## src/rtl/i2c_target.sv

```systemverilog
// i2c_target: I2C responder for a single 7-bit bus address. Exposes an
// 8-bit-addressed register space to the fabric through reg_we / reg_re strobes.
// SCL and SDA are oversampled on clk; pad buffering lives above this block.
// Build option: define I2C_TARGET_AUTOINC_EN to advance reg_addr after every
// written byte and every loaded read byte (8'hFF wraps to 8'h00).
module i2c_target #(
    parameter logic [6:0] TARGET_ADDR = 7'h21
) (
    input  logic       clk,
    input  logic       reset_n,
    input  logic       scl_in,
    input  logic       sda_in,
    output logic       sda_oe,
    output logic [7:0] reg_addr,
    output logic [7:0] reg_wdata,
    output logic       reg_we,
    output logic       reg_re,
    input  logic [7:0] reg_rdata,
    output logic       busy
);

    typedef enum logic [3:0] {
        IDLE, ADDR, ADDR_ACK, REG, REG_ACK, WDATA, WDATA_ACK, RDATA, RDATA_ACK, IGNORE
    } state_t;

    state_t     state;
    logic [1:0] scl_sync;
    logic [1:0] sda_sync;
    logic       scl_hist;
    logic       sda_hist;
    logic [7:0] shift;
    logic [3:0] bit_cnt;
    logic       rw;
    logic       load_p1;

    logic scl;
    logic sda;
    logic scl_rise;
    logic scl_fall;
    logic start_det;
    logic stop_det;
    logic byte_done;
    logic addr_match;

    assign scl        = scl_sync[1];
    assign sda        = sda_sync[1];
    assign scl_rise   = scl & ~scl_hist;
    assign scl_fall   = ~scl & scl_hist;
    assign start_det  = scl & scl_hist & sda_hist & ~sda;
    assign stop_det   = scl & scl_hist & ~sda_hist & sda;
    assign byte_done  = scl_fall && (bit_cnt == 4'd8);
    // General call (7'h00) is never acknowledged, even if TARGET_ADDR is zero.
    assign addr_match = (shift[7:1] == TARGET_ADDR) && (shift[7:1] != 7'h00);

    // Two-flop synchronizers plus one history flop per line; an idle bus reads high.
    always_ff @(posedge clk or negedge reset_n) begin
        if (!reset_n) begin
            scl_sync <= 2'b11;
            sda_sync <= 2'b11;
            scl_hist <= 1'b1;
            sda_hist <= 1'b1;
        end else begin
            scl_sync <= {scl_sync[0], scl_in};
            sda_sync <= {sda_sync[0], sda_in};
            scl_hist <= scl_sync[1];
            sda_hist <= sda_sync[1];
        end
    end

    // Protocol FSM: bit shifting, ACK and read-data drive on SDA, register strobes.
    always_ff @(posedge clk or negedge reset_n) begin
        if (!reset_n) begin
            state     <= IDLE;
            sda_oe    <= 1'b0;
            reg_addr  <= 8'h00;
            reg_wdata <= 8'h00;
            reg_we    <= 1'b0;
            reg_re    <= 1'b0;
            busy      <= 1'b0;
            shift     <= 8'h00;
            bit_cnt   <= 4'd0;
            rw        <= 1'b0;
            load_p1   <= 1'b0;
        end else begin
            reg_we  <= 1'b0;
            reg_re  <= 1'b0;
            load_p1 <= reg_re;
            // Read data is captured one cycle after the request cycle.
            if (load_p1) begin
                shift <= reg_rdata;
            end
`ifdef I2C_TARGET_AUTOINC_EN
            if (reg_we || load_p1) begin
                reg_addr <= reg_addr + 8'd1;
            end
`endif
            if (stop_det) begin
                state   <= IDLE;
                sda_oe  <= 1'b0;
                busy    <= 1'b0;
                bit_cnt <= 4'd0;
            end else if (start_det) begin
                state   <= ADDR;
                sda_oe  <= 1'b0;
                bit_cnt <= 4'd0;
            end else begin
                unique case (state)
                    ADDR, REG, WDATA: begin
                        if (scl_rise && (bit_cnt < 4'd8)) begin
                            shift   <= {shift[6:0], sda};
                            bit_cnt <= bit_cnt + 4'd1;
                        end else if (byte_done) begin
                            bit_cnt <= 4'd0;
                            if (state == ADDR) begin
                                if (addr_match) begin
                                    state  <= ADDR_ACK;
                                    sda_oe <= 1'b1;
                                    busy   <= 1'b1;
                                    rw     <= shift[0];
                                end else begin
                                    state <= IGNORE;
                                    busy  <= 1'b0;
                                end
                            end else if (state == REG) begin
                                reg_addr <= shift;
                                sda_oe   <= 1'b1;
                                state    <= REG_ACK;
                            end else begin
                                reg_wdata <= shift;
                                reg_we    <= 1'b1;
                                sda_oe    <= 1'b1;
                                state     <= WDATA_ACK;
                            end
                        end
                    end
                    ADDR_ACK: begin
                        if (scl_rise && rw) begin
                            reg_re <= 1'b1;
                        end else if (scl_fall) begin
                            if (rw) begin
                                sda_oe  <= ~shift[7];
                                shift   <= {shift[6:0], 1'b0};
                                bit_cnt <= 4'd1;
                                state   <= RDATA;
                            end else begin
                                sda_oe <= 1'b0;
                                state  <= REG;
                            end
                        end
                    end
                    REG_ACK, WDATA_ACK: begin
                        if (scl_fall) begin
                            sda_oe <= 1'b0;
                            state  <= WDATA;
                        end
                    end
                    RDATA: begin
                        if (scl_fall) begin
                            if (bit_cnt == 4'd8) begin
                                sda_oe  <= 1'b0;
                                bit_cnt <= 4'd0;
                                state   <= RDATA_ACK;
                            end else begin
                                sda_oe  <= ~shift[7];
                                shift   <= {shift[6:0], 1'b0};
                                bit_cnt <= bit_cnt + 4'd1;
                            end
                        end
                    end
                    RDATA_ACK: begin
                        if (scl_rise) begin
                            if (sda) begin
                                state <= IGNORE;
                            end else begin
                                reg_re <= 1'b1;
                            end
                        end else if (scl_fall) begin
                            sda_oe  <= ~shift[7];
                            shift   <= {shift[6:0], 1'b0};
                            bit_cnt <= 4'd1;
                            state   <= RDATA;
                        end
                    end
                    IDLE, IGNORE: begin
                    end
                    default: state <= IDLE;
                endcase
            end
        end
    end

endmodule

```

## config.mk

```make
export PLATFORM = sky130hd
export DESIGN_NAME = i2c_target
export DESIGN_NICKNAME = d
export VERILOG_FILES = /design/src/rtl/i2c_target.sv
export SDC_FILE = /design/constraint.sdc
export NUM_CORES = 1
export LEC_CHECK = 0
export CAP_MARGIN = 0
export CORE_MARGIN = 5
export CORE_UTILIZATION = 25
export DETAILED_ROUTE_END_ITERATION = 10
export HOLD_SLACK_MARGIN = 0.1
export MAX_ROUTING_LAYER = met4
export PLACE_DENSITY = 0.44
export SLEW_MARGIN = 0
export SYNTH_ARGS = -nofsm -noshare
export SYNTH_HDL_FRONTEND = slang
export SYNTH_SLANG_ARGS = --single-unit
```

## constraint.sdc

```tcl
create_clock -name clk -period 4.9 [get_ports clk]
set_input_delay 0.98 -clock clk [delete_from_list [all_inputs] [get_ports clk]]
set_output_delay 0.98 -clock clk [all_outputs]
set_load 0.03 [all_outputs]
```

==> results of run 1 <==
where the power goes:
| group | switching (W) | internal (W) | total (W) | leakage [nW] |
|---|---|---|---|---|
| sequential | 0.000130 | 0.000423 | 0.000552 | 0.576 |
| combinational | 0.000264 | 0.000256 | 0.000520 | 0.592 |
| clock | 0.000132 | 0.000151 | 0.000283 | 0.0541 |
| total | 0.000525 | 0.000830 | 0.00136 | 1.22 |
cell families (layout without fill, tap and decap cells):
| family | Yosys count | count (layout) |
|---|---|---|
| AND/OR/NAND/NOR | 72 | 72 |
| flip-flops | 44 | 44 |
| AO/OA/AOI/OAI | 40 | 40 |
| multiplexers | 34 | 34 |
| buffers and inverters | 19 | 46 |
| adder cells (fa/ha/maj) | 5 | 5 |
| XOR/XNOR | 1 | 1 |
worst max-delay path by stage:
stage / from / end / slack, ns / cells past startpoint
global placement: scl_hist / bit_cnt[0] / 2.09 / 6
finish: scl_hist / bit_cnt[2] / 2.11 / 6
CTS: scl_hist / bit_cnt[2] / 2.12 / 6
detailed placement: scl_hist / bit_cnt[2] / 2.13 / 6
global route: scl_hist / bit_cnt[2] / 1.93 / 6
floorplan: scl_hist / bit_cnt[2] / 2.64 / 6
worst max-delay path, stage by stage, from the launching register on:
cell      delay (ns)
dfstp_2         0.56
ha_1            0.32
nand4b_2        0.29
and3_1          0.31
a222oi_1        0.84
a21boi_0        0.27
o21ai_1         0.09
per-stage QoR:
stage	setup slack [ns]	util	total power (W)	hold WS [ns]	area (µm²)
floorplan	2.637	-	0.0009497	0.3452	2412
global placement	2.093	0.3026	0.001079	0.3467	2823
detailed placement	2.131	0.3026	0.001077	0.3473	2823
CTS	2.116	0.3146	0.001369	0.3566	2934
global route	1.930	0.3146	0.001450	0.3616	2934
finish	2.111	0.3146	0.001355	0.3476	2934
sequential cells by signal, summed over array words and instances, names as in the netlist:
| name | flops |
|---|---|
| bit_cnt | 4 |
| busy | 1 |
| load_p1 | 1 |
| reg_addr | 8 |
| reg_re | 1 |
| reg_wdata | 8 |
| reg_we | 1 |
| rw | 1 |
| scl_hist | 1 |
| scl_sync | 2 |
| sda_hist | 1 |
| sda_oe | 1 |
| sda_sync | 2 |
| shift | 8 |
| state | 4 |
final cells by class:
cell class / count / area, µm² / share of cell area
inverters: 7 / 26.28 / 0.008955
multi-input cells: 152 / 1221 / 0.4162
clock buffers: 5 / 68.82 / 0.02345
well taps: 129 / 161.4 / 0.05501
flip-flops and latches: 44 / 1109 / 0.3778
repair buffers: 31 / 305.3 / 0.1041
clock inverters: 3 / 42.54 / 0.01450
cells in the final DEF (no fill, tap or decap), types with 3 or more instances in the layout:
cell type / count
mux2_2: 27
nand3_1: 9
clkbuf_8: 5
o21ai_0: 3
nor3_1: 5
or2_2: 3
nor2_1: 13
clkdlybuf4s50_1: 30
nand2b_1: 6
dfrtp_1: 38
mux2_1: 5
a21oi_1: 6
ha_1: 5
o21ai_1: 4
nor2b_1: 6
nand2_1: 10
dfstp_2: 6
inv_1: 7
nor3b_1: 3
metal layers:
| layer | vias up | global-route usage | wire [µm] |
|---|---|---|---|
| met3 | 9 | 0.02269 | 230 |
| met4 | 0 | 0.03517 | 76 |
| met5 | - | - | 0 |
| met2 | 51 | 0.1647 | 2727 |
| li1 | 841 | - | - |
| met1 | 900 | 0.1497 | 2844 |
==> flow_summary.html, run 1 <==
<table>
<tr><th>Metric</th><th>Value</th></tr>
<tr><th colspan="2">CTS</th></tr>
<tr><td>Clock latency at the later pin of the worst-skew pair</td><td>0.30 ns</td></tr>
<tr><td>CTS clock-pin slew for the worst setup and hold paths</td><td>0.09 ns</td></tr>
<tr><td>Number of levels the H-tree was split into</td><td>2</td></tr>
<tr><td>Setup Buffers After CTS</td><td>0</td></tr>
<tr><td>Clock root buffer master</td><td>clkbuf_8</td></tr>
<tr><td>CTS-repair resized insts</td><td>0</td></tr>
<tr><td>CTS sink cnt</td><td>44</td></tr>
<tr><td>Clock buffers created by TritonCTS</td><td>5</td></tr>
<tr><td>Max clock buf depth</td><td>2</td></tr>
<tr><td>Hold bufs inserted after CTS</td><td>0</td></tr>
<tr><td>TritonCTS clock tree</td><td>yes</td></tr>
<tr><th colspan="2">Min path</th></tr>
<tr><td>End point of the worst hold path</td><td>scl_sync[1]</td></tr>
<tr><td>Hold path startpoint</td><td>scl_sync[0]</td></tr>
<tr><td>Cell depth of the worst hold path</td><td>0</td></tr>
<tr><td>Path class of the lowest-slack min-delay path</td><td>reg -&gt; reg</td></tr>
<tr><th colspan="2">Placement</th></tr>
<tr><td>Total of buffers placed on input and output ports</td><td>31</td></tr>
<tr><td>RePlAce Congestion</td><td>0.8382</td></tr>
<tr><td>Detailed placer's ending HPWL</td><td>4131 µm</td></tr>
<tr><td># placed instances</td><td>363</td></tr>
<tr><th colspan="2">Synth</th></tr>
<tr><td>Synthesis-stage register bit count</td><td>44</td></tr>
<tr><td>Synthesized-area fraction occupied by ao, oa, aoi and oai cells</td><td>0.1312</td></tr>
<tr><td>Proportion of register bits with asynchronous set or reset after synthesis</td><td>1.000</td></tr>
<tr><td>Cell type with the highest aggregate area in the netlist</td><td>dfrtp_1</td></tr>
<tr><td>Synthesized Nets</td><td>232</td></tr>
<tr><td>Count of flip-flops with a built-in enable after synthesis</td><td>0</td></tr>
<tr><td>Part of the Yosys area used for sequential elements</td><td>0.4595</td></tr>
<tr><td>Synth Area per Inst</td><td>11.22 µm²</td></tr>
<tr><td>Synthesized cell area</td><td>2412 µm²</td></tr>
<tr><td>Simple-gate share of the synthesized area</td><td>0.1878</td></tr>
<tr><td>Prevailing post-synth register cell</td><td>dfrtp_1</td></tr>
<tr><td>Cells after synthesis</td><td>215</td></tr>
<tr><td>Most instantiated cells after synthesis</td><td>38 x dfrtp_1, 27 x mux2_2, 13 x nor2_1</td></tr>
<tr><td>Most common cell in the synthesized netlist</td><td>dfrtp_1</td></tr>
<tr><td>Distinct cell type count of the synthesized netlist</td><td>59</td></tr>
<tr><td>Adder-Cell Fraction of Synth Area</td><td>0.02593</td></tr>
<tr><td>Leading cell types by total area after synthesis</td><td>dfrtp_1 39%, mux2_2 13%, dfstp_2 6.5%</td></tr>
<tr><td>Synth warnings</td><td>0</td></tr>
<tr><td>Dominant combinational cell family by area after synthesis</td><td>simple AND/OR/NAND/NOR gates</td></tr>
<tr><td>Proportion of netlist area held by the largest area contributor</td><td>0.3942</td></tr>
<tr><td>Portion of netlist area occupied by mux cells</td><td>0.1577</td></tr>
<tr><td>Post-Synth XOR/XNOR Area</td><td>0.003631</td></tr>
<tr><th colspan="2">Routing</th></tr>
<tr><td>Drt wl/cell</td><td>15.84 µm</td></tr>
<tr><td>Detailed router's first-iteration violation count</td><td>62</td></tr>
<tr><td>Number of vias per cell after detailed routing</td><td>4.854</td></tr>
<tr><td>Number of iterations in the first detailed-routing pass</td><td>4</td></tr>
<tr><td>Total detailed-routing wirelength</td><td>5878 µm</td></tr>
<tr><td>Post-route ant nets</td><td>0</td></tr>
<tr><td>Vias</td><td>1801</td></tr>
<tr><td>DR DRC count</td><td>0</td></tr>
<tr><th colspan="2">STA</th></tr>
<tr><td>Highest attainable clock frequency</td><td>358.6 MHz</td></tr>
<tr><td>Post-route clock skew</td><td>0.008604 ns</td></tr>
<tr><td>Actual slew at the worst max-slew pin</td><td>1.002 ns</td></tr>
<tr><td>Accumulated negative setup slack</td><td>0 ns</td></tr>
<tr><td>Setup repair after global routing missed its margin</td><td>false</td></tr>
<tr><td>Post-layout minimum cycle time</td><td>2.789 ns</td></tr>
<tr><td>Fraction of the cycle the final worst path needs</td><td>0.5691</td></tr>
<tr><td>Final setup violation count</td><td>0</td></tr>
<tr><td>Final hold vios</td><td>0</td></tr>
<tr><td>Rel. slew slack</td><td>0.3320</td></tr>
<tr><td>Pins Over Slew Limit</td><td>0</td></tr>
<tr><th colspan="2">Worst setup path</th></tr>
<tr><td>Register-to-register path setup slack</td><td>2.11 ns</td></tr>
<tr><td>Kind of end point of the critical path</td><td>flip-flop</td></tr>
<tr><td>Required arrival time at the worst endpoint</td><td>5.09 ns</td></tr>
<tr><td>Worst reg2reg startpoint</td><td>scl_hist</td></tr>
<tr><td>Number of cells on the worst reg-to-reg path</td><td>6</td></tr>
<tr><td>Kind of launch point of the worst setup path</td><td>flip-flop</td></tr>
<tr><td>Critical-path maximum fanout</td><td>8</td></tr>
<tr><td>Worst setup path class</td><td>reg -&gt; reg</td></tr>
<tr><td>CP Data Arrival Time</td><td>2.98 ns</td></tr>
<tr><td>Endpoint of the worst-slack reg-to-reg timing path</td><td>bit_cnt[2]</td></tr>
<tr><th colspan="2">Pwr</th></tr>
<tr><td>Power density over the cells</td><td>461.8 nW/µm²</td></tr>
<tr><td>Leakage</td><td>1.223 nW</td></tr>
<tr><td>Max rail drop VDD</td><td>0.0001502 V</td></tr>
<tr><th colspan="2">Layout</th></tr>
<tr><td>Final cell count without fillers</td><td>371</td></tr>
<tr><td>Area grow syn2layout</td><td>21.63%</td></tr>
<tr><td>Filler cell count</td><td>944</td></tr>
<tr><td>Number of inserted diodes</td><td>0</td></tr>
<tr><td>Post-layout nets</td><td>258</td></tr>
<tr><td>Fraction of final layout cells sized beyond drive strength 1</td><td>0.2231</td></tr>
<tr><th colspan="2">Floorplanning</th></tr>
<tr><td>Standard-cell row count</td><td>35</td></tr>
<tr><td>Die span in x</td><td>108.2 µm</td></tr>
<tr><td>Floorplan core area</td><td>9328 µm²</td></tr>
<tr><td>Vertical extent of the die</td><td>108.2 µm</td></tr>
<tr><td>DIE AREA</td><td>11710 µm²</td></tr>
<tr><td>Starting density of the core</td><td>0.2586</td></tr>
<tr><td># IOs</td><td>32</td></tr>
<tr><th colspan="2">Flow run</th></tr>
<tr><td>MaxCap Viol Count</td><td>0</td></tr>
<tr><th colspan="2">Global route</th></tr>
<tr><td>Initial antenna violation count</td><td>0</td></tr>
<tr><td>Maximum number of pins on one net before global-route repair</td><td>45</td></tr>
<tr><td>Gr ovfl total</td><td>0</td></tr>
<tr><td>Global-route wire length before repair</td><td>9915 µm</td></tr>
<tr><td>Number of global-route vias before repair</td><td>1867</td></tr>
<tr><td>Combined global-route utilization of all metal layers</td><td>0.1102</td></tr>
<tr><th colspan="2">Run status</th></tr>
<tr><td>Status</td><td>finished clean</td></tr>
</table>
Note: power is estimated with default switching activity, not from simulation.
==> run 2: changes to the inputs <==
Settings changed: PLACE_DENSITY 0.44 to 0.45.
Clock period 4.9 ns to 2.27 ns, I/O delays scaled along.
==> run 2 against run 1 <==
Effect of this change:
- final cell count rose by 7.3%
- clock power rose by 130%
- critical path depth rose by 1
- first-iteration DRC count rose by 16%
- highest routed layer unchanged
==> flow_summary.html, run 2 (synthesis results as in run 1) <==
<table>
<tr><th>Metric</th><th>Value</th></tr>
<tr><th colspan="2">CTS</th></tr>
<tr><td>Clock latency at the later pin of the worst-skew pair</td><td>0.30 ns</td></tr>
<tr><td>CTS sink cnt</td><td>44</td></tr>
<tr><td>Number of levels the H-tree was split into</td><td>2</td></tr>
<tr><td>Clock buffers created by TritonCTS</td><td>5</td></tr>
<tr><td>Clock root buffer master</td><td>clkbuf_8</td></tr>
<tr><td>CTS clock-pin slew for the worst setup and hold paths</td><td>0.09 ns</td></tr>
<tr><td>Hold bufs inserted after CTS</td><td>0</td></tr>
<tr><td>TritonCTS clock tree</td><td>yes</td></tr>
<tr><td>Max clock buf depth</td><td>2</td></tr>
<tr><td>Setup Buffers After CTS</td><td>0</td></tr>
<tr><th colspan="2">Layout</th></tr>
<tr><td>Fraction of final layout cells sized beyond drive strength 1</td><td>0.3123</td></tr>
<tr><td>Area grow syn2layout</td><td>30.76%</td></tr>
<tr><td>Post-layout nets</td><td>285</td></tr>
<tr><td>Commonest cells after routing, fill and taps aside</td><td>38 x dfrtp_1, 30 x clkdlybuf4s50_1, 27 x mux2_2, 27 x buf_4, 12 x nor2_1</td></tr>
<tr><td>Registers with the most flip-flops</td><td>reg_addr x8, reg_wdata x8, shift x8</td></tr>
<tr><td>Filler cell count</td><td>964</td></tr>
<tr><td>Area of the multi-input gates</td><td>1229 µm²</td></tr>
<tr><td>Most common library cell in the layout ignoring fill and taps</td><td>dfrtp_1</td></tr>
<tr><td>Number of inserted diodes</td><td>0</td></tr>
<tr><td>Share of the core filled with cells</td><td>0.3382</td></tr>
<tr><td>Sequential cell area</td><td>1109 µm²</td></tr>
<tr><th colspan="2">Worst setup path</th></tr>
<tr><td>Worst path slowest cell</td><td>dfstp_2</td></tr>
<tr><td>Critical path, cell by cell</td><td>ha_2, a21bo_2, a32o_1, nor4_2, buf_4, nor2_1, mux2_2</td></tr>
<tr><td>Number of cells on the worst reg-to-reg path</td><td>7</td></tr>
<tr><td>Register-to-register path setup slack</td><td>0.12 ns</td></tr>
<tr><td>Endpoint of the worst-slack reg-to-reg timing path</td><td>state[0]</td></tr>
<tr><td>CP Data Arrival Time</td><td>2.34 ns</td></tr>
<tr><td>Critical-path maximum fanout</td><td>6</td></tr>
<tr><td>Required arrival time at the worst endpoint</td><td>2.46 ns</td></tr>
<tr><td>Kind of end point of the critical path</td><td>flip-flop</td></tr>
<tr><td>Largest stage delay, worst path</td><td>0.56 ns</td></tr>
<tr><td>Worst setup path class</td><td>reg -&gt; reg</td></tr>
<tr><td>Worst reg2reg startpoint</td><td>scl_hist</td></tr>
<tr><td>Kind of launch point of the worst setup path</td><td>flip-flop</td></tr>
<tr><th colspan="2">Placement</th></tr>
<tr><td>Detailed placer's ending HPWL</td><td>4373 µm</td></tr>
<tr><td>Total of buffers placed on input and output ports</td><td>31</td></tr>
<tr><td>Setup slack at placement</td><td>0.05563 ns</td></tr>
<tr><td>RePlAce Congestion</td><td>0.8335</td></tr>
<tr><th colspan="2">Routing</th></tr>
<tr><td>Vias</td><td>1849</td></tr>
<tr><td>Total detailed-routing wirelength</td><td>5916 µm</td></tr>
<tr><td>Detailed router's first-iteration violation count</td><td>72</td></tr>
<tr><td>Number of iterations in the first detailed-routing pass</td><td>4</td></tr>
<tr><td>DR DRC count</td><td>0</td></tr>
<tr><td>Number of vias per cell after detailed routing</td><td>4.646</td></tr>
<tr><td>Drt wl/cell</td><td>14.86 µm</td></tr>
<tr><td>Post-route ant nets</td><td>0</td></tr>
<tr><th colspan="2">STA</th></tr>
<tr><td>Post-layout minimum cycle time</td><td>2.154 ns</td></tr>
<tr><td>Fraction of the cycle the final worst path needs</td><td>0.9490</td></tr>
<tr><td>Pins Over Slew Limit</td><td>0</td></tr>
<tr><td>Final setup violation count</td><td>0</td></tr>
<tr><td>Actual slew at the worst max-slew pin</td><td>0.5933 ns</td></tr>
<tr><td>Highest attainable clock frequency</td><td>464.2 MHz</td></tr>
<tr><td>Accumulated negative setup slack</td><td>0 ns</td></tr>
<tr><td>Post-route clock skew</td><td>0.008370 ns</td></tr>
<tr><td>Rel. slew slack</td><td>0.6045</td></tr>
<tr><td>Min setup slack post-route</td><td>0.1157 ns</td></tr>
<tr><td>Final hold vios</td><td>0</td></tr>
<tr><td>Setup repair after global routing missed its margin</td><td>false</td></tr>
<tr><th colspan="2">Floorplanning</th></tr>
<tr><td># IOs</td><td>32</td></tr>
<tr><td>DIE AREA</td><td>11710 µm²</td></tr>
<tr><td>Vertical extent of the die</td><td>108.2 µm</td></tr>
<tr><td>Starting density of the core</td><td>0.2586</td></tr>
<tr><td>Standard-cell row count</td><td>35</td></tr>
<tr><td>Die span in x</td><td>108.2 µm</td></tr>
<tr><td>Floorplan core area</td><td>9328 µm²</td></tr>
<tr><th colspan="2">Global route</th></tr>
<tr><td>Initial antenna violation count</td><td>0</td></tr>
<tr><td>Gr ovfl total</td><td>0</td></tr>
<tr><td>Combined global-route utilization of all metal layers</td><td>0.1087</td></tr>
<tr><td>Global-route wire length before repair</td><td>9860 µm</td></tr>
<tr><td>Number of global-route vias before repair</td><td>1917</td></tr>
<tr><td>Maximum number of pins on one net before global-route repair</td><td>45</td></tr>
<tr><th colspan="2">Run status</th></tr>
<tr><td>Status</td><td>finished clean</td></tr>
<tr><th colspan="2">Pwr</th></tr>
<tr><td>Max rail drop VDD</td><td>0.0003160 V</td></tr>
<tr><td>Power density over the cells</td><td>999.7 nW/µm²</td></tr>
<tr><td>Leakage</td><td>1.362 nW</td></tr>
<tr><th colspan="2">Flow run</th></tr>
<tr><td>MaxCap Viol Count</td><td>0</td></tr>
<tr><th colspan="2">Min path</th></tr>
<tr><td>Path class of the lowest-slack min-delay path</td><td>in -&gt; async</td></tr>
</table>
run 2: critical path: cells and delay by family (launching register included):
| kind | cells | cell delay, ns |
|---|---|---|
| simple gates | 2 | 0.32 |
| mux | 1 | 0.28 |
| fa+ha+maj | 1 | 0.24 |
| buf+inv | 1 | 0.19 |
| flops | 1 | 0.56 |
| compound gates | 2 | 0.46 |
run 2: power by group:
group,internal (W),switching [W]
clock network,0.000360,0.000278
registers,0.000915,0.000128
logic,0.000722,0.000750
run 2: cell type report:
cell class,count,share of cell area
inverter,7,0.008330
timing repair buffer,58,0.1610
clock inverter,2,0.01230
sequential,44,0.3514
tap,129,0.05117
clock buffer,6,0.02618
multi-input combinational,152,0.3895
run 2: stage by stage:
step                      power (W)  cells  hold slack, ns  cell area [µm²]
after floorplan            0.002050    215          0.1584             2412
after global placement     0.002552    390          0.3469             3025
after detailed placement   0.002529    390          0.3484             3025
after CTS                  0.003184    398          0.2359             3147
after global routing       0.003379    398          0.2716             3154
final                      0.003153    398          0.2298             3154
run 2: worst max-delay path by stage:
stage             start         end  slack (ns)  cells past startpoint
6_report       scl_hist    state[0]        0.12                      7
5_1_grt        scl_hist    state[0]       0.004                      8
4_1_cts        scl_hist    state[0]        0.04                      8
3_5_place_dp   scl_hist    state[0]        0.06                      8
3_3_place_gp   scl_hist    state[0]        0.08                      8
2_1_floorplan  scl_hist  bit_cnt[2]       0.007                      6
run 2: per-layer routing:
layer	wire length, µm	vias up	global-route usage
met5	0	-	-
met4	102	0	0.03517
met3	208	9	0.02209
met2	2636	39	0.1612
met1	2968	905	0.1487
li1	-	896	-
run 2: what timing repair did:
item / in CTS / in global routing
gates resized for setup: 0 / 3
setup endpoints to repair: 0 / 13
hold endpoints to repair: 0 / 0
==> run 3: changes to the inputs <==
Settings changed: ABC_AREA set to 1, MAX_ROUTING_LAYER met4 to not set.
==> run 3 against run 2 <==
Effect of this change:
- final cell count is 22% higher
- critical endpoint is now reg_addr[5]
- synthesized area is 3.0% higher
- power is 17% lower
- wire length is 3.5% higher
- fmax is 6.2% higher
- critical path depth is 2 higher
- non-clock buffer count is 25 lower
- sequential share of layout area is 1.3 points higher
- flip-flop and latch count stayed put
==> flow_summary.html, run 3 <==
<table>
<tr><th>Metric</th><th>Value</th></tr>
<tr><th colspan="2">Worst setup path</th></tr>
<tr><td>CP Data Arrival Time</td><td>2.22 ns</td></tr>
<tr><td>Number of cells on the worst reg-to-reg path</td><td>9</td></tr>
<tr><td>Kind of launch point of the worst setup path</td><td>flip-flop</td></tr>
<tr><td>Critical-path maximum fanout</td><td>16</td></tr>
<tr><td>Required arrival time at the worst endpoint</td><td>2.46 ns</td></tr>
<tr><td>Kind of end point of the critical path</td><td>flip-flop</td></tr>
<tr><td>Worst setup path class</td><td>reg -&gt; reg</td></tr>
<tr><th colspan="2">Synth</th></tr>
<tr><td>Cells after synthesis</td><td>319</td></tr>
<tr><td>Most instantiated cells after synthesis</td><td>110 x nand2_1, 38 x dfrtp_1, 29 x nand3_1</td></tr>
<tr><td>Prevailing post-synth register cell</td><td>dfrtp_1</td></tr>
<tr><td>Synthesized cell area</td><td>2484 µm²</td></tr>
<tr><td>Cell type with the highest aggregate area in the netlist</td><td>dfrtp_1</td></tr>
<tr><td>Synth warnings</td><td>0</td></tr>
<tr><td>Most common cell in the synthesized netlist</td><td>nand2_1</td></tr>
<tr><td>Synthesized Nets</td><td>336</td></tr>
<tr><td>Synth Area per Inst</td><td>7.786 µm²</td></tr>
<tr><td>Distinct cell type count of the synthesized netlist</td><td>31</td></tr>
<tr><td>Leading cell types by total area after synthesis</td><td>dfrtp_1 38%, nand2_1 17%, dfstp_2 6.3%</td></tr>
<tr><td>Proportion of register bits with asynchronous set or reset after synthesis</td><td>1.000</td></tr>
<tr><td>Part of the Yosys area used for sequential elements</td><td>0.4463</td></tr>
<tr><td>Synthesis-stage register bit count</td><td>44</td></tr>
<tr><td>Count of flip-flops with a built-in enable after synthesis</td><td>0</td></tr>
<tr><td>Proportion of netlist area held by the largest area contributor</td><td>0.3829</td></tr>
<tr><th colspan="2">STA</th></tr>
<tr><td>Pins Over Slew Limit</td><td>0</td></tr>
<tr><td>Final setup violation count</td><td>0</td></tr>
<tr><td>Fraction of the cycle the final worst path needs</td><td>0.8936</td></tr>
<tr><td>Final hold vios</td><td>0</td></tr>
<tr><td>Accumulated negative setup slack</td><td>0 ns</td></tr>
<tr><td>Post-layout minimum cycle time</td><td>2.029 ns</td></tr>
<tr><td>Worst hold margin</td><td>0.1563 ns</td></tr>
<tr><td>Actual slew at the worst max-slew pin</td><td>0.6325 ns</td></tr>
<tr><td>Rel. slew slack</td><td>0.5784</td></tr>
<tr><td>Post-route clock skew</td><td>0.01019 ns</td></tr>
<tr><td>Setup repair after global routing missed its margin</td><td>false</td></tr>
<tr><td>Highest attainable clock frequency</td><td>493.0 MHz</td></tr>
<tr><th colspan="2">CTS</th></tr>
<tr><td>CTS-repair resized insts</td><td>0</td></tr>
<tr><td>Hold bufs inserted after CTS</td><td>0</td></tr>
<tr><td>Clock latency at the later pin of the worst-skew pair</td><td>0.30 ns</td></tr>
<tr><td>CTS clock-pin slew for the worst setup and hold paths</td><td>0.10 ns</td></tr>
<tr><td>Setup Buffers After CTS</td><td>0</td></tr>
<tr><td>Max clock buf depth</td><td>2</td></tr>
<tr><td>TritonCTS clock tree</td><td>yes</td></tr>
<tr><td>Clock root buffer master</td><td>clkbuf_8</td></tr>
<tr><td>Number of levels the H-tree was split into</td><td>2</td></tr>
<tr><td>Clock buffers created by TritonCTS</td><td>5</td></tr>
<tr><td>CTS sink cnt</td><td>44</td></tr>
<tr><th colspan="2">Routing</th></tr>
<tr><td>Detailed router's first-iteration violation count</td><td>134</td></tr>
<tr><td>Number of iterations in the first detailed-routing pass</td><td>4</td></tr>
<tr><td>Vias</td><td>2112</td></tr>
<tr><td>Drt wl/cell</td><td>12.58 µm</td></tr>
<tr><td>Post-route ant nets</td><td>0</td></tr>
<tr><td>Total detailed-routing wirelength</td><td>6126 µm</td></tr>
<tr><td>DR DRC count</td><td>0</td></tr>
<tr><td>Number of vias per cell after detailed routing</td><td>4.337</td></tr>
<tr><th colspan="2">Floorplanning</th></tr>
<tr><td>Die span in x</td><td>109.7 µm</td></tr>
<tr><td>Vertical extent of the die</td><td>109.7 µm</td></tr>
<tr><td>Starting density of the core</td><td>0.2553</td></tr>
<tr><td>Floorplan core area</td><td>9729 µm²</td></tr>
<tr><td>DIE AREA</td><td>12030 µm²</td></tr>
<tr><td># IOs</td><td>32</td></tr>
<tr><td>Standard-cell row count</td><td>36</td></tr>
<tr><th colspan="2">Global route</th></tr>
<tr><td>Combined global-route utilization of all metal layers</td><td>0.1058</td></tr>
<tr><td>Gr ovfl total</td><td>0</td></tr>
<tr><td>Maximum number of pins on one net before global-route repair</td><td>29</td></tr>
<tr><td>Number of global-route vias before repair</td><td>2021</td></tr>
<tr><td>Global-route wire length before repair</td><td>9977 µm</td></tr>
<tr><td>Initial antenna violation count</td><td>0</td></tr>
<tr><th colspan="2">Layout</th></tr>
<tr><td>Filler cell count</td><td>1078</td></tr>
<tr><td>Area grow syn2layout</td><td>22.37%</td></tr>
<tr><td>Number of inserted diodes</td><td>0</td></tr>
<tr><td>Post-layout nets</td><td>370</td></tr>
<tr><td>Fraction of final layout cells sized beyond drive strength 1</td><td>0.1525</td></tr>
<tr><td>Most common library cell in the layout ignoring fill and taps</td><td>nand2_1</td></tr>
<tr><td>Registers with the most flip-flops</td><td>reg_addr x8, reg_wdata x8, shift x8</td></tr>
<tr><td>Commonest cells after routing, fill and taps aside</td><td>110 x nand2_1, 38 x dfrtp_1, 30 x clkdlybuf4s50_1</td></tr>
<tr><th colspan="2">Min path</th></tr>
<tr><td>Path class of the lowest-slack min-delay path</td><td>in -&gt; async</td></tr>
<tr><th colspan="2">Pwr</th></tr>
<tr><td>Leakage</td><td>1.377 nW</td></tr>
<tr><td>Power density over the cells</td><td>856.4 nW/µm²</td></tr>
<tr><td>Total Power Consumption</td><td>0.002603 W</td></tr>
<tr><td>Max rail drop VDD</td><td>0.0002924 V</td></tr>
<tr><th colspan="2">Placement</th></tr>
<tr><td>RePlAce Congestion</td><td>0.8595</td></tr>
<tr><td>Total of buffers placed on input and output ports</td><td>31</td></tr>
<tr><td>Detailed placer's ending HPWL</td><td>4755 µm</td></tr>
<tr><th colspan="2">Flow run</th></tr>
<tr><td>MaxCap Viol Count</td><td>0</td></tr>
<tr><th colspan="2">Run status</th></tr>
<tr><td>Status</td><td>finished clean</td></tr>
</table>
## run 3: stage by stage
stage | util | cells | worst slack [ns] | instance area (µm²)
after floorplan | - | 319 | 0.5419 | 2484
after global placement | 0.3005 | 479 | 0.1851 | 2924
after detailed placement | 0.3005 | 479 | 0.2057 | 2924
after CTS | 0.3124 | 487 | 0.1956 | 3039
after global routing | 0.3124 | 487 | 0.03966 | 3039
final | 0.3124 | 487 | 0.2414 | 3039
## run 3: worst paths after layout
check,startpoint,endpoint,slack (ns)
min in group clk,sda_sync[0],sda_sync[1],0.36
hold reg to reg,sda_sync[0],sda_sync[1],0.36
hold / removal,reset_n,reg_addr[4],0.16
max in group asynchronous,reset_n,scl_hist,1.43
setup reg to reg,bit_cnt[0],reg_addr[5],0.24
setup / recovery,bit_cnt[0],reg_addr[5],0.24
## run 3: cell families (layout without fill, tap and decap cells)
logic type | after synthesis | count (layout) | share of synthesized area
buf+inv | 38 | 73 | 0.06801
compound gates | 44 | 44 | 0.1108
simple gates | 187 | 187 | 0.3461
xor+xnor | 1 | 1 | 0.003527
flops | 44 | 44 | 0.4463
fa+ha+maj | 5 | 5 | 0.02519
## run 3: area by class of cell
cell class	instances	area, µm²	area share
repair buffers	33	320.3	0.1054
clock buffers	5	68.82	0.02264
clock inverters	3	46.29	0.01523
inverters	32	122.6	0.04035
flip-flops and latches	44	1109	0.3648
multi-input cells	237	1206	0.3969
well taps	133	166.4	0.05476
## run 3: layer usage
| metal | GRT usage | vias to the layer above | part of all wire |
|---|---|---|---|
| met5 | 0 | - | 0 |
| met4 | 0.03384 | 0 | 0.0078 |
| met3 | 0.02173 | 5 | 0.041 |
| met2 | 0.1678 | 33 | 0.46 |
| met1 | 0.1441 | 975 | 0.49 |
| li1 | - | 1099 | - |
## run 3: critical path, cell delays in order, from the launching register on
cell     delay, ns
dfrtp_1       0.44
inv_1         0.10
ha_1          0.14
nand3_1       0.11
inv_1         0.09
nand2_1       0.17
nor2_1        0.23
nand4_2       0.38
nand2_1       0.17
o21ai_1       0.08
## run 3: where the power goes
part	internal (W)	switching, W	total, W
sequential	0.000871	0.000108	0.000979
clock	0.000332	0.000294	0.000626
combinational	0.000321	0.000677	0.000998
